==> config.mk <==
export PLATFORM = sky130hd
export DESIGN_NAME = alu_pipe
export DESIGN_NICKNAME = d
export VERILOG_FILES = /design/src/rtl/alu_pipe.sv
export SDC_FILE = /design/constraint.sdc
export NUM_CORES = 1
export LEC_CHECK = 0
export CAP_MARGIN = 20
export CORE_ASPECT_RATIO = 1.5
export CORE_UTILIZATION = 40
export DETAILED_ROUTE_END_ITERATION = 12
export DONT_BUFFER_PORTS = 1
export PLACE_DENSITY_LB_ADDON = 0.3
export SLEW_MARGIN = 0
export SYNTH_ARGS = -nofsm -noshare
export SYNTH_HDL_FRONTEND = slang
export SYNTH_SLANG_ARGS = --single-unit
==> constraint.sdc <==
create_clock -name clk -period 9.7 [get_ports clk]
set_clock_uncertainty 0.15 [all_clocks]
set_input_delay 1.455 -clock clk [delete_from_list [all_inputs] [get_ports clk]]
set_output_delay 1.455 -clock clk [all_outputs]
set_load 0.005 [all_outputs]
==> src/rtl/alu_pipe.sv <==
// alu_pipe: two-stage pipelined integer ALU for the Y86 execute stage.
//
// Stage 1 registers the offered operation. Stage 2 registers the computed
// result, signed overflow and illegal-opcode flag. A result retires on
// out_valid & out_ready, and it updates the condition codes (ZF/SF/OF)
// when it was issued with set_cc and the opcode was legal. Latency is two
// cycles, throughput is one operation per cycle, and there is no skid
// buffer, so in_ready is combinational from out_ready.
//
// Optional feature macro: ALU_SHIFT_EN
//   defined   : op 4 SHL, op 5 SHR (logical), op 6 SAR (arithmetic), op 7 illegal
//   undefined : ops 4-7 illegal, no shifter is built
//
// Parameters
//   WIDTH    operand/result width, power of two from 8 to 64
//   SHAMT_W  shift-amount width, taken from the low bits of b
//
// Ports
//   clk, reset             clock, synchronous active-high reset
//   flush                  clears both pipeline valid bits at the edge
//   in_valid/in_ready      input handshake
//   in_op, in_a, in_b      opcode and operands
//   in_set_cc              the operation updates the CC when it retires
//   out_valid/out_ready    output handshake
//   out_result, out_of     result and its signed overflow
//   out_err                illegal opcode (result forced to 0)
//   cc_zf, cc_sf, cc_of    architectural condition codes

module alu_pipe #(
   parameter int WIDTH   = 64,
   parameter int SHAMT_W = $clog2(WIDTH)
) (
   input  logic             clk,
   input  logic             reset,
   input  logic             flush,
   input  logic             in_valid,
   output logic             in_ready,
   input  logic [2:0]       in_op,
   input  logic [WIDTH-1:0] in_a,
   input  logic [WIDTH-1:0] in_b,
   input  logic             in_set_cc,
   output logic             out_valid,
   input  logic             out_ready,
   output logic [WIDTH-1:0] out_result,
   output logic             out_of,
   output logic             out_err,
   output logic             cc_zf,
   output logic             cc_sf,
   output logic             cc_of
);

   if (WIDTH < 8 || WIDTH > 64 || (WIDTH & (WIDTH - 1)) != 0) begin : g_bad_width
      $error("alu_pipe: WIDTH must be a power of two from 8 to 64");
   end
   if (SHAMT_W != $clog2(WIDTH)) begin : g_bad_shamt
      $error("alu_pipe: SHAMT_W must equal clog2(WIDTH)");
   end

   localparam logic [2:0] OP_ADD = 3'd0;
   localparam logic [2:0] OP_SUB = 3'd1;
   localparam logic [2:0] OP_AND = 3'd2;
   localparam logic [2:0] OP_XOR = 3'd3;
`ifdef ALU_SHIFT_EN
   localparam logic [2:0] OP_SHL = 3'd4;
   localparam logic [2:0] OP_SHR = 3'd5;
   localparam logic [2:0] OP_SAR = 3'd6;
`endif

   logic             s1_valid;
   logic [2:0]       s1_op;
   logic [WIDTH-1:0] s1_a;
   logic [WIDTH-1:0] s1_b;
   logic             s1_set_cc;

   logic             s2_valid;
   logic [WIDTH-1:0] s2_result;
   logic             s2_of;
   logic             s2_err;
   logic             s2_set_cc;

   logic             s1_adv;
   logic             s2_adv;
   logic             retire;

   logic [WIDTH-1:0] sum;
   logic [WIDTH-1:0] diff;
   logic [WIDTH-1:0] alu_res;
   logic             alu_of;
   logic             alu_err;

   assign s2_adv   = !s2_valid || out_ready;
   assign s1_adv   = !s1_valid || s2_adv;
   assign in_ready = s1_adv;
   assign retire   = s2_valid && out_ready;

   assign sum  = s1_a + s1_b;
   assign diff = s1_a - s1_b;

   always_comb begin
      alu_res = '0;
      alu_of  = 1'b0;
      alu_err = 1'b0;
      case (s1_op)
         OP_ADD: begin
            alu_res = sum;
            alu_of  = (s1_a[WIDTH-1] == s1_b[WIDTH-1]) && (sum[WIDTH-1] != s1_a[WIDTH-1]);
         end
         OP_SUB: begin
            alu_res = diff;
            alu_of  = (s1_a[WIDTH-1] != s1_b[WIDTH-1]) && (diff[WIDTH-1] != s1_a[WIDTH-1]);
         end
         OP_AND: alu_res = s1_a & s1_b;
         OP_XOR: alu_res = s1_a ^ s1_b;
`ifdef ALU_SHIFT_EN
         OP_SHL: alu_res = s1_a << s1_b[SHAMT_W-1:0];
         OP_SHR: alu_res = s1_a >> s1_b[SHAMT_W-1:0];
         OP_SAR: alu_res = $unsigned($signed(s1_a) >>> s1_b[SHAMT_W-1:0]);
`endif
         default: alu_err = 1'b1;
      endcase
   end

   always_ff @(posedge clk) begin
      if (reset) begin
         s1_valid   <= 1'b0;
         s1_op      <= '0;
         s1_a       <= '0;
         s1_b       <= '0;
         s1_set_cc  <= 1'b0;
         s2_valid   <= 1'b0;
         s2_result  <= '0;
         s2_of      <= 1'b0;
         s2_err     <= 1'b0;
         s2_set_cc  <= 1'b0;
         cc_zf      <= 1'b1;
         cc_sf      <= 1'b0;
         cc_of      <= 1'b0;
      end else begin
         // Data registers only load with a valid operation, so a bubble
         // passing through leaves the last result in place.
         if (s2_adv) begin
            s2_valid <= s1_valid;
            if (s1_valid) begin
               s2_result <= alu_res;
               s2_of     <= alu_of;
               s2_err    <= alu_err;
               s2_set_cc <= s1_set_cc;
            end
         end
         if (s1_adv) begin
            s1_valid <= in_valid;
            if (in_valid) begin
               s1_op     <= in_op;
               s1_a      <= in_a;
               s1_b      <= in_b;
               s1_set_cc <= in_set_cc;
            end
         end
         if (flush) begin
            s1_valid <= 1'b0;
            s2_valid <= 1'b0;
         end
         // A result retiring in the flush cycle still commits its CC.
         if (retire && s2_set_cc && !s2_err) begin
            cc_zf <= (s2_result == '0);
            cc_sf <= s2_result[WIDTH-1];
            cc_of <= s2_of;
         end
      end
   end

   assign out_valid  = s2_valid;
   assign out_result = s2_result;
   assign out_of     = s2_of;
   assign out_err    = s2_err;

endmodule

==> results.py <==
metrics = {
    "placed_design": {
        "place.gp.congestion": 1.05,
        "dp_slack_ns": 5.21,
        "portBuffers": 0,
        "dp_hpwl_um": 53800,
    },
    "sta": {
        "tightestPinTransition_ns": 1.04,
        "finalCritPeriodShare_pct": 47.4,
        "drv_slew": 0,
        "setup_viol": 0,
        "fmax_ghz": 0.218,
        "relSlewSlack_pct": 30.5,
        "whs_ns": 0.322,
        "hold_viol": 0,
        "setup_slack_ns": 5.10,
        "tns_ns": 0,
        "grt_setup_unrepaired": "no",
        "fin_crit_ns": 4.60,
    },
    "route": {
        "post_drt_wl_per_cell_um": 25.5,
        "top_layer_used": "met4",
        "route.antenna.remaining_nets": 0,
        "drc": 0,
        "drt_wl_total_um": 71300,
        "first_pass_iters": 7,
        "drt_iter0_markers": 1533,
        "wl_met2_um": 34800,
        "vias_per_cell": 6.40,
        "dr_total_vias": 17900,
        "route.met3.wl_um": 5230,
        "met1Wirelength_um": 25800,
    },
    "worst_setup_path": {
        "crit_chain": "inv_1 > ha_1 > nand4_1 > nor3_1 > o211ai_1 > a31oi_1 > or3_4 > a41o_1 > a2111oi_0 > o21bai_2 > nor4_1 > o221ai_1 > a32o_1",
        "required_ns": 10.03,
        "path_delay_family": "compound AO/OA/AOI/OAI gates",
        "end_kind": "register",
        "cp_data_arrival_time_ns": 4.93,
        "critPathKind": "register to register",
        "critPathBufInv": 1,
        "cp_max_fo": 14,
        "critPathMaxStageDelay_ns": 0.67,
        "cpMaxStageDelayCell": "ha_1",
        "critPathLaunchType": "register",
    },
    "clocking": {
        "clk_pin_slew_worst_paths_ns": 0.06,
        "tritoncts": "built",
        "clock_sinks": 204,
        "clk_path_buf_depth": 3,
        "cts_setup_buffers": 0,
        "clk_latency_ns": 0.59,
        "cts-buffers-inserted": 25,
        "cts_resized": 0,
        "cts-hold-fix-buffers": 0,
        "cts_max_level": 1,
        "cts-root-buf": "clkbuf_16",
    },
    "final_layout": {
        "drive_gt1_share_pct": 5.34,
        "final_cell_mix": "nand2_1, a21oi_1, dfxtp_1, nor2_1, inv_1",
        "area_delta_synth_final_pct": 6.43,
        "mostFrequentLayoutCell": "nand2_1",
        "num_antenna_cells": 0,
        "nets": 2530,
    },
    "global_routing": {
        "track_usage_pct": 32.6,
        "grt_pass1_wl_um": 106000,
        "grt_antenna_before_repair": 0,
        "grt_overflow": 0,
        "grt_max_degree": 182,
        "grt_pass1_vias": 17200,
    },
    "power_and_ir_drop": {
        "cellLeakagePower_nw": 7.05,
        "p_per_area_nw_per_um2": 151,
        "ir_drop_mv": 0.177,
    },
    "floorplanning": {
        "die_area_sq_um": 42300,
        "die_w_um": 168,
        "die_h_um": 252,
        "start_util_pct": 40.5,
        "io_pins": 208,
        "core_area_sq_um": 41000,
        "placementRows": 91,
    },
    "status": {
        "status": "finished, final reports clean",
    },
    "synthesis": {
        "ys_ff_latch": 204,
        "ys_seq_area_share_pct": 24.6,
        "yosys_warnings": 0,
        "yosys_most_used_dff": "dfxtp_1",
        "synth-edff-count": 0,
        "synth_fp_nets": 2636,
        "synthCells": 2370,
        "ys_types": 88,
        "async_flop_share_pct": 0,
        "netlist_area_sq_um": 16600,
        "avgSynthCellArea_sq_um": 7.01,
    },
    "worst_hold_path": {
        "hp-class": "register to register",
    },
    "run": {
        "cap_violations": 0,
    },
}
==> cells in the mapped netlist (8+ instances only) <==
| cell type | count | area (sq um) |
|---|---|---|
| buf_1 | 17 | 63.8 |
| inv_1 | 132 | 495 |
| nor2b_1 | 20 | 125 |
| a211oi_1 | 23 | 173 |
| nor3_1 | 56 | 280 |
| xnor2_1 | 59 | 517 |
| nor2_1 | 179 | 672 |
| nand3_1 | 37 | 185 |
| nor4_1 | 38 | 238 |
| nand2b_1 | 21 | 131 |
| nand2_1 | 406 | 1520 |
| and3_1 | 13 | 81.3 |
| a31oi_1 | 19 | 119 |
| and2_1 | 9 | 56.3 |
| o211ai_1 | 20 | 150 |
| a22oi_1 | 28 | 210 |
| a21o_1 | 27 | 203 |
| a21oi_1 | 341 | 1710 |
| o221ai_1 | 9 | 78.8 |
| a21boi_0 | 8 | 60.1 |
| a22o_1 | 12 | 105 |
| nand4_1 | 29 | 181 |
| dfxtp_1 | 204 | 4080 |
| o21ai_0 | 115 | 576 |
| o31ai_1 | 32 | 240 |
| o22ai_1 | 12 | 75.1 |
| ha_1 | 127 | 1590 |
| a221o_1 | 12 | 120 |
| buf_2 | 18 | 90.1 |
| or3_1 | 10 | 62.6 |
| clkbuf_1 | 121 | 454 |
| mux2i_1 | 12 | 120 |
| o21a_1 | 8 | 60.1 |
| a221oi_1 | 18 | 158 |
| or4_1 | 8 | 60.1 |
| o21bai_1 | 35 | 263 |
==> sequential cells by signal, summed over array words and instances (netlist names) <==
| signal | flops |
|---|---|
| out_of | 1 |
| out_err | 1 |
| s1_set_cc | 1 |
| out_result | 64 |
| s1_b | 64 |
| s1_a | 64 |
| s1_valid | 1 |
| cc_of | 1 |
| s1_op | 3 |
| out_valid | 1 |
| cc_zf | 1 |
| s2_set_cc | 1 |
| cc_sf | 1 |
==> routing by layer <==
layer  vias to the layer above  track usage [%]
met4                         0             21.7
met3                       256             4.05
met5                         -                0
li1                       8266                -
met2                       898             57.9
met1                      8464             36.4
==> area by class of cell <==
class	count	area [sq um]
clock buffer	35	723
clock inverter	11	87.6
fill	4318	23300
inverter	135	507
multi-input combinational	1874	11400
sequential	204	4090
tap	511	639
timing repair buffer	24	190
==> power by group <==
part           switching, mW  internal [mW]  total [mW]  leakage, nW
Clock                  0.423          0.524       0.947        0.390
Combinational          0.529          0.264       0.793         4.98
Sequential            0.0484          0.878       0.927         1.67
Total                   1.00           1.67        2.67         7.05
==> path summary, 6_finish.rpt <==
kind                                from              to  slack (ns)  depth (start not counted)
worst max-delay path            s1_b[31]  out_result[61]        5.10                         13
worst min-delay path            s1_b[29]        s1_b[29]        0.32                          2
worst max register to register  s1_b[31]  out_result[61]        5.10                         13
worst min register to register  s1_b[29]        s1_b[29]        0.32                          2
==> per-stage QoR <==
step                      std cells  area, sq um  utilization [%]  power (mW)
after global placement         2745        16800             41.1        1.71
final                          2794        17700             43.1        2.67
after CTS                      2792        17700             43.1        2.67
after global routing           2794        17700             43.1        2.78
after detailed placement       2746        16800             41.1        1.72
after floorplan                2370        16600                -        1.49
==> cell families after synthesis <==
| kind of cell | count (synthesis) | synth area share [%] |
|---|---|---|
| simple gates | 851 | 22.9 |
| compound gates | 810 | 31.2 |
| buf+inv | 292 | 6.78 |
| flops | 204 | 24.6 |
| fa+ha+maj | 129 | 9.81 |
| xor+xnor | 64 | 3.38 |
| mux | 20 | 1.33 |
==> tightest hold or removal path, cell delays in order, from the launching register on <==
cell and delay (ns):
dfxtp_1 0.32, nand2_1 0.06, a21oi_1 0.05
No activity file was read; power rests on OpenSTA's default activity.
